**src/rtl/door_pad_sequencer.sv**
```systemverilog
// Door pressure-pad front end: per-pad sync + debounce, then a step-order FSM
// that turns a completed walk across both pads into one entry/exit pulse.

module pad_debounce #(
  parameter int DEBOUNCE_CYCLES = 50000
) (
  input  logic clk,
  input  logic reset,
  input  logic raw,
  output logic level
);
  localparam int CW = (DEBOUNCE_CYCLES < 2) ? 1 : $clog2(DEBOUNCE_CYCLES + 1);

  logic [1:0]    sync;
  logic [CW-1:0] cnt;

  always_ff @(posedge clk) begin
    if (reset) begin
      sync  <= '0;
      cnt   <= '0;
      level <= 1'b0;
    end else begin
      sync <= {sync[0], raw};
      // cnt holds consecutive disagreeing cycles; the Nth one flips the level
      if (sync[1] != level) begin
        if (cnt == CW'(DEBOUNCE_CYCLES - 1)) begin
          level <= ~level;
          cnt   <= '0;
        end else begin
          cnt <= cnt + 1'b1;
        end
      end else begin
        cnt <= '0;
      end
    end
  end
endmodule

module door_pad_sequencer #(
  parameter int DEBOUNCE_CYCLES = 50000,
  parameter int TIMEOUT_CYCLES  = 250000000
) (
  input  logic       clk,
  input  logic       reset,
  input  logic       pad_outer_raw,
  input  logic       pad_inner_raw,
  output logic       pressure_in,
  output logic       pressure_out,
  output logic       busy,
  output logic       timeout_err,
  output logic [2:0] state_dbg
);
  localparam int TW = (TIMEOUT_CYCLES < 2) ? 1 : $clog2(TIMEOUT_CYCLES + 1);

  typedef enum logic [2:0] {
    IDLE     = 3'd0,
    ENT1     = 3'd1,
    ENT2     = 3'd2,
    ENT3     = 3'd3,
    EXT1     = 3'd4,
    EXT2     = 3'd5,
    EXT3     = 3'd6,
    WAIT_CLR = 3'd7
  } state_t;

  logic [1:0] raw, lvl;
  assign raw = {pad_outer_raw, pad_inner_raw};

  for (genvar g = 0; g < 2; g++) begin : g_pad
    pad_debounce #(.DEBOUNCE_CYCLES(DEBOUNCE_CYCLES)) u_db (
      .clk   (clk),
      .reset (reset),
      .raw   (raw[g]),
      .level (lvl[g])
    );
  end

  // pads = {outer, inner}
  logic [1:0]    pads;
  state_t        state, nxt_state;
  logic [TW-1:0] timer;
  logic          walking, nxt_in, nxt_out, nxt_to;

  assign pads      = lvl;
  assign walking   = (state != IDLE) && (state != WAIT_CLR);
  assign state_dbg = state;

  always_comb begin
    nxt_state = state;
    nxt_in    = 1'b0;
    nxt_out   = 1'b0;
    nxt_to    = 1'b0;
    unique case (state)
      IDLE: case (pads)
        2'b10:   nxt_state = ENT1;
        2'b01:   nxt_state = EXT1;
        2'b11:   nxt_state = WAIT_CLR;
        default: ;
      endcase
      ENT1: case (pads)
        2'b11:   nxt_state = ENT2;
        2'b00:   nxt_state = IDLE;
        2'b01:   nxt_state = WAIT_CLR;
        default: ;
      endcase
      ENT2: case (pads)
        2'b01:   nxt_state = ENT3;
        2'b10:   nxt_state = ENT1;
        2'b00:   nxt_state = WAIT_CLR;
        default: ;
      endcase
      ENT3: case (pads)
        2'b00: begin
          nxt_state = IDLE;
          nxt_in    = 1'b1;
        end
        2'b11:   nxt_state = ENT2;
        2'b10:   nxt_state = WAIT_CLR;
        default: ;
      endcase
      EXT1: case (pads)
        2'b11:   nxt_state = EXT2;
        2'b00:   nxt_state = IDLE;
        2'b10:   nxt_state = WAIT_CLR;
        default: ;
      endcase
      EXT2: case (pads)
        2'b10:   nxt_state = EXT3;
        2'b01:   nxt_state = EXT1;
        2'b00:   nxt_state = WAIT_CLR;
        default: ;
      endcase
      EXT3: case (pads)
        2'b00: begin
          nxt_state = IDLE;
          nxt_out   = 1'b1;
        end
        2'b11:   nxt_state = EXT2;
        2'b01:   nxt_state = WAIT_CLR;
        default: ;
      endcase
      WAIT_CLR: if (pads == 2'b00) nxt_state = IDLE;
      default: nxt_state = IDLE;
    endcase

    // a pad step on the expiry cycle wins over the timeout
    if (walking && (nxt_state == state) && (timer == TW'(TIMEOUT_CYCLES - 1))) begin
      nxt_state = WAIT_CLR;
      nxt_to    = 1'b1;
    end
  end

  always_ff @(posedge clk) begin
    if (reset) begin
      state        <= IDLE;
      timer        <= '0;
      pressure_in  <= 1'b0;
      pressure_out <= 1'b0;
      timeout_err  <= 1'b0;
      busy         <= 1'b0;
    end else begin
      state        <= nxt_state;
      pressure_in  <= nxt_in;
      pressure_out <= nxt_out;
      timeout_err  <= nxt_to;
      busy         <= (nxt_state != IDLE);
      if (!walking || (nxt_state != state)) timer <= '0;
      else                                  timer <= timer + 1'b1;
    end
  end
endmodule

```
**config.mk**
```make
export PLATFORM = sky130hd
export DESIGN_NAME = door_pad_sequencer
export DESIGN_NICKNAME = d
export VERILOG_FILES = /design/src/rtl/door_pad_sequencer.sv
export SDC_FILE = /design/constraint.sdc
export NUM_CORES = 1
export LEC_CHECK = 0
export BUFFER_PORTS_ARGS = -buffer_cell sky130_fd_sc_hd__buf_2
export CAP_MARGIN = 20
export CORE_UTILIZATION = 25
export CTS_BUF_LIST = sky130_fd_sc_hd__clkbuf_4 sky130_fd_sc_hd__clkbuf_8
export DETAILED_ROUTE_END_ITERATION = 6
export GPL_TIMING_DRIVEN = 0
export SLEW_MARGIN = 20
export SYNTH_ARGS = -nofsm -noshare
export SYNTH_HDL_FRONTEND = slang
export SYNTH_HIERARCHICAL = 1
export SYNTH_SLANG_ARGS = --single-unit
export TNS_END_PERCENT = 100
```
**constraint.sdc**
```tcl
create_clock -name clk -period 1.9 [get_ports clk]
set_input_delay 0.38 -clock clk [delete_from_list [all_inputs] [get_ports clk]]
set_output_delay 0.38 -clock clk [all_outputs]
set_load 0.03 [all_outputs]
```
**Yosys cells after proc, flatten, opt, wreduce, memory -nomap -nowiden**

Index checks and enable logic that the tools add are counted.

- Register bits after elaboration: 73
- Latch bits: 0
- Memory bits (writable): 0
- ROM bits: 0
- Logic and storage cells: 67
- Memories kept: 0

- $add $sub $neg: 3
- Multipliers: 0
- Div/mod/pow operators: 0
- Order comparisons: 0
- Equality and inequality tests: 18
- Shifts and indexed selects: 0
- Muxes and demuxes: 12
- Bitwise logic cells: 6
- Reductions and logical operators: 16

Operator list:

| operator | count |
|---|---|
| $pmux W3 S3 | 7 |
| $add A16 B1 Y16 const B | 2 |
| $eq A16 B16 Y1 const B | 2 |
| $add A28 B1 Y28 const B | 1 |
| $eq A28 B28 Y1 const B | 1 |
| $pmux W3 S8 | 1 |
| $eq A3 B3 Y1 const B | 4 |
| $eq A3 B2 Y1 const B | 2 |
| $mux W3 | 2 |
| $not A1 Y1 | 6 |
| $reduce_bool A3 Y1 | 2 |
| $reduce_or A2 Y1 | 3 |
| $reduce_or A3 Y1 | 2 |
| $eq A2 B2 Y1 const B | 2 |
| $reduce_and A2 Y1 | 2 |
| $eq A3 B1 Y1 const B | 1 |
| $eq A3 B3 Y1 | 1 |
| $logic_and A1 B1 Y1 | 3 |
| $logic_not A3 Y1 | 1 |
| $ne A3 B3 Y1 | 1 |
| $ne A3 B3 Y1 const B | 1 |
| $eq A2 B1 Y1 const B | 1 |
| $logic_not A2 Y1 | 1 |
| $mux W1 | 2 |
| 3 further kinds | 4 |

**Depth between registers and ports, before layout**

- Word-level depth: 10
- Mapped depth: 9
- Mapped depth without buffers: 7

**Cells and area by module**

The synthesis kept the hierarchy.

Modules (own cells, without submodules):

| module | times used | cells an instance | area each (µm²) | sequential area each (µm²) |
|---|---|---|---|---|
| door_pad_sequencer | 1 | 237 | 1963.1 | 700.7 |
| pad_debounce | 2 | 87 | 802.0 | 380.4 |

**Worst setup path after synthesis**

Ideal clock, no wire load.

- Path kind: reg2reg
- Start: register state[0] (netlist: state_dbg[0])
- End: register timer[9]
- Arrival time: 1.910 ns
- Path slack: -0.125 ns
- Cell stages (with the launch flop): 8
- Buffers on the path: 1
- Period minus slack after synthesis: 2.025 ns
- Cells stage by stage: dfxtp_1 > clkinv_1 > o31ai_1 > a211o_2 > a32oi_1 > o211ai_4 > buf_6 > nor2_1

- Longest elaborated chain between the ends: 9

RTL lines:

| what | line | source |
|---|---|---|
| start, declared | 80 | `state_t state, nxt_state;` |
| start signal, assigned | 162 | `state <= nxt_state;` |
| $pmux W3 S3 (tied with other cells) | 133 | `EXT3: case (pads)` |
| $pmux W3 S8 | 93 | `unique case (state)` |
| $eq A3 B3 Y1 | 147 | `if (walking && (nxt_state == state) && (timer == TW'(TIMEOUT_CYCLES - 1))) begin` |
| $logic_and A1 B1 Y1 (2 in series) | 147 |  |
| $mux W3 | 147 |  |
| $ne A3 B3 Y1 | 167 | `if (!walking \|\| (nxt_state != state)) timer <= '0;` |
| $logic_or A1 B1 Y1 (*) | 167 |  |
| $reduce_or A2 Y1 (no source line) (*) | n/a |  |
| end signal, assigned | 168 | `else timer <= timer + 1'b1;` |
| end, declared | 81 | `logic [TW-1:0] timer;` |

Every way passes the cells marked *; elsewhere a longest branch is shown, timed or not.
A chain may end at the register's enable or synchronous reset.

**Worst setup path in the final report**

- Start: register g_pad[0].u_db.level
- End: register timer[21]

- Longest elaborated chain between the ends: 10

RTL lines:

| what | line | source |
|---|---|---|
| start, declared | 10 | `output logic level` |
| start signal, assigned | 27 | `level <= ~level;` |
| $eq A2 B1 Y1 (tied with other cells) | n/a |  |
| $pmux W3 S3 (tied with other cells) | 133 |  |
| $pmux W3 S8 (*) | 93 |  |
| $eq A3 B3 Y1 | 147 |  |
| $logic_and A1 B1 Y1 (2 in series) | 147 |  |
| $mux W3 (*) | 147 |  |
| $ne A3 B3 Y1 (*) | 167 |  |
| $logic_or A1 B1 Y1 (*) | 167 |  |
| $reduce_or A2 Y1 (no source line) (*) | n/a |  |

Marked as above.

==> results.tsv <==
stage	metric	value	unit
status	outcome	finished clean	
cells_and_area	final_util	30.7	%
yosys	yosys_warnings	6	
timing	holdWs	248	ps
cts	clkTransAtPathRegs	80	ps
grt	grt-busiest-layer	met2	
grt	grt_max_degree	13	
timing	setup_viol	0	
grt	use_met1	12.3	%
worst_setup_path	critPathTopFamily	compound AO/OA/AOI/OAI gates	
cells_and_area	area_growth	19.5	%
pwr	p_leak	1.34	nW
pwr	swShare	20.1	%
floorplanning	start_util	25.7	%
timing	timing.fmax	545	MHz
drt	ant_nets	0	
worst_setup_path	worstReg2RegEnd	timer[21]$_SDFF_PP0_	
yosys	post-synth-top-count-cell	nor2_1	
yosys	yosysSeqAreaShare	41.0	%
cells_and_area	final_cells	623	
pwr	power_density	693	mW/mm²
timing	worst_pin_slew	619	ps
cells_and_area	drive_above_1_share	20.8	%
yosys	ys_seq_elements	73	
grt	use_met3	3.20	%
cts	clockRootBuffer	clkbuf_8	
yosys	synth_commonest_cells	74 x nor2_1, 73 x dfxtp_1, 32 x xnor2_1	
cells_and_area	antenna_cells	0	
worst_setup_path	crit_type	flip-flop to flip-flop	
grt	grt_overflow_total	0	
worst_setup_path	cp_slowest_stage_delay	360	ps
cells_and_area	fin_nets	445	
yosys	synth_enable_flop_cells	0	
floorplanning	core	0.0139	mm²
yosys	synth_area_leaders	dfxtp_1 41%, xnor2_1 7.9%, nor2_1 7.8%	
yosys	synth_top_area_share	41.0	%
pwr	switchingPower	0.594	mW
pwr	seqPwrFrac	51.8	%
hold_path	worst_hold_path_type	input pin to flip-flop	
worst_setup_path	cp_num_buf_inv	1	
timing	setup-tns-final	0	ps
yosys	synth_cells	411	
run	maxCapViolations	0	
pwr	p_int	2.36	mW
drt	first_pass_iters	4	
yosys	syn_area_per_cell	8.68	µm²
grt	antenna_found_initial	0	
floorplanning	boundaryPins	11	
grt	gr-usage-met2	17.1	%
hold_path	hp-start	pad_outer_raw	
cts	cts_tree	yes	
floorplanning	die-area	0.0148	mm²
pwr	p_total	2.95	mW
drt	via_per_inst	4.62	
worst_setup_path	worstPathCellList	nor2b_2, o31a_1, o211ai_2, a32oi_2, o211ai_4, buf_4, nor2_1	
pwr	combPwrFrac	0.8	%
place	post_dp_cell_area	0.00385	mm²
place	dp_slack	-210	ps
timing	slew_violations	0	
timing	setup_slack	63.7	ps
timing	period_share	96.6	%
cts	cts_hold_buf	0	
place	gp_congestion	0.844	
cts	clk_latency	350	ps
yosys	syn_nets	418	
place	hpwl	5.20	mm
timing	hold_viol	0	
yosys	synthFlopType	dfxtp_1	
worst_setup_path	reg2reg_depth	7	
worst_setup_path	reg2reg_slack	60	ps
floorplanning	die_y	121	µm
place	dp.cells	601	
drt	vias	2877	
worst_setup_path	required	2150	ps
timing	rsz0062_at_grt	true	
place	port_buffers	10	
worst_setup_path	cp.depth	7	
worst_setup_path	r2r-start	g_pad[0].u_db/level$_SDFFE_PP0P_	
grt	grt_pass1_wl	12.2	mm
timing	fin_crit	1840	ps
worst_setup_path	startpoint	g_pad[0].u_db/level$_SDFFE_PP0P_	
cells_and_area	final_cell_area	0.00426	mm²
cells_and_area	fill_cells	1475	
worst_setup_path	critical_path.endpoint_type	flip-flop	
drt	drtIter0Drc	138	
pwr	clock_power_share	47.5	%
yosys	synth_cell_types	54	
yosys	netlist_area	0.00357	mm²
worst_setup_path	crit_fanout	4	
worst_setup_path	endpoint	timer[21]$_SDFF_PP0_	
cts	clock-sinks	73	
grt	grt_pass1_vias	2710	
cts	cts_max_path_buffers	2	
drt	wl_per_cell	11.9	µm
timing	relSlewSlack	58.4	%
yosys	yosys.area.top_type	dfxtp_1	
timing	clock_skew	11.5	ps
drt	drc	0	
cts	htreeDepth	3	
worst_setup_path	arrival	2090	ps
worst_setup_path	crit_path_start_kind	flip-flop	
cts	cts_buffers	9	
grt	grtUsageTotal	10.3	%
floorplanning	rows	43	
yosys	async_flop_share	0	%
floorplanning	die_w	121	µm
pwr	peakVddDrop	0.000304	V
worst_setup_path	cpMaxStageDelayCell	dfxtp_4	
drt	routed_wl	7.41	mm
## sequential cells by signal, summed over array words and instances (netlist names)
name	cells
g_pad.u_db/cnt	32
pressure_out	1
busy	1
g_pad.u_db/level	2
pressure_in	1
g_pad.u_db/sync	4
state_dbg	3
timer	28
timeout_err	1
## worst reg2reg max path, cell delays in order (launching register included)
cell and delay [ps]:
dfxtp_4 360, nor2b_2 180, o31a_1 300, o211ai_2 240, a32oi_2 110, o211ai_4 300, buf_4 190, nor2_1 40
## kinds of logic after synthesis
| group | share of synthesized area [%] |
|---|---|
| DFF | 41.0 |
| buffers and inverters | 2.60 |
| muxes | 1.79 |
| and+or+nand+nor | 33.6 |
| xor gates and xnor gates | 13.7 |
| adders and majority gates | 1.05 |
| AOI/OAI and AO/OA | 6.24 |
## metal layers
metal | up-vias | share of wire (%)
met5 | - | 0
met4 | 0 | 1.5
met3 | 12 | 3.0
met2 | 25 | 47
met1 | 1353 | 48
li1 | 1487 | -
## cell usage in the layout (no fill, tap or decap), drive strengths merged, types with 4 or more instances in the layout
| cell type | count |
|---|---|
| nor4 | 6 |
| nor4b | 6 |
| nand2b | 4 |
| buf | 27 |
| xor2 | 24 |
| nand4 | 16 |
| o21ai | 10 |
| and3 | 4 |
| nor3 | 21 |
| xnor2 | 32 |
| dfxtp | 73 |
| nand2 | 28 |
| a21oi | 7 |
| clkbuf | 14 |
| inv | 6 |
| or4 | 4 |
| nor2 | 79 |
| and4 | 5 |
| nand3 | 23 |
| nor2b | 10 |
| nor4bb | 4 |
## power by group through the flow
stage / Clock [mW] / Combinational, mW / Sequential, mW
after floorplan: 0 / 0.0122 / 1.57
after global placement: 0 / 0.0224 / 1.57
after detailed placement: 0 / 0.0226 / 1.57
after CTS: 1.45 / 0.0228 / 1.54
after global routing: 1.50 / 0.0254 / 1.53
final: 1.40 / 0.0225 / 1.53
## worst min-delay path by stage
stage                     slack (ps)                                to  cells after the start
after floorplan                  410  g_pad[0].u_db/sync[1]$_SDFF_PP0_                      1
after detailed placement         450  g_pad[0].u_db/sync[1]$_SDFF_PP0_                      1
after CTS                        230  g_pad[1].u_db/sync[0]$_SDFF_PP0_                      2
final                            250  g_pad[1].u_db/sync[0]$_SDFF_PP0_                      2
after global routing             290  g_pad[1].u_db/sync[0]$_SDFF_PP0_                      2
after global placement           430  g_pad[0].u_db/sync[1]$_SDFF_PP0_                      1
## final cells by class
cell class,instances,area [µm²],area share (%)
buffer,12,90.1,2.11
clock buffer,12,159,3.73
clock inverter,4,75.1,1.76
inverter,6,25.0,0.587
multi-input combinational,319,2090,49.0
sequential,73,1490,35.0
tap,180,225,5.28
timing repair buffer,17,110,2.58
## what timing repair did
item / CTS / global route
resized for setup: 9 / 40
cloned: 1 / 0
pin swaps: 1 / 9
endpoints found under the setup margin: 28 / 48
buffers inserted: 2 / 4
Note: power is estimated with default switching activity, not from simulation.
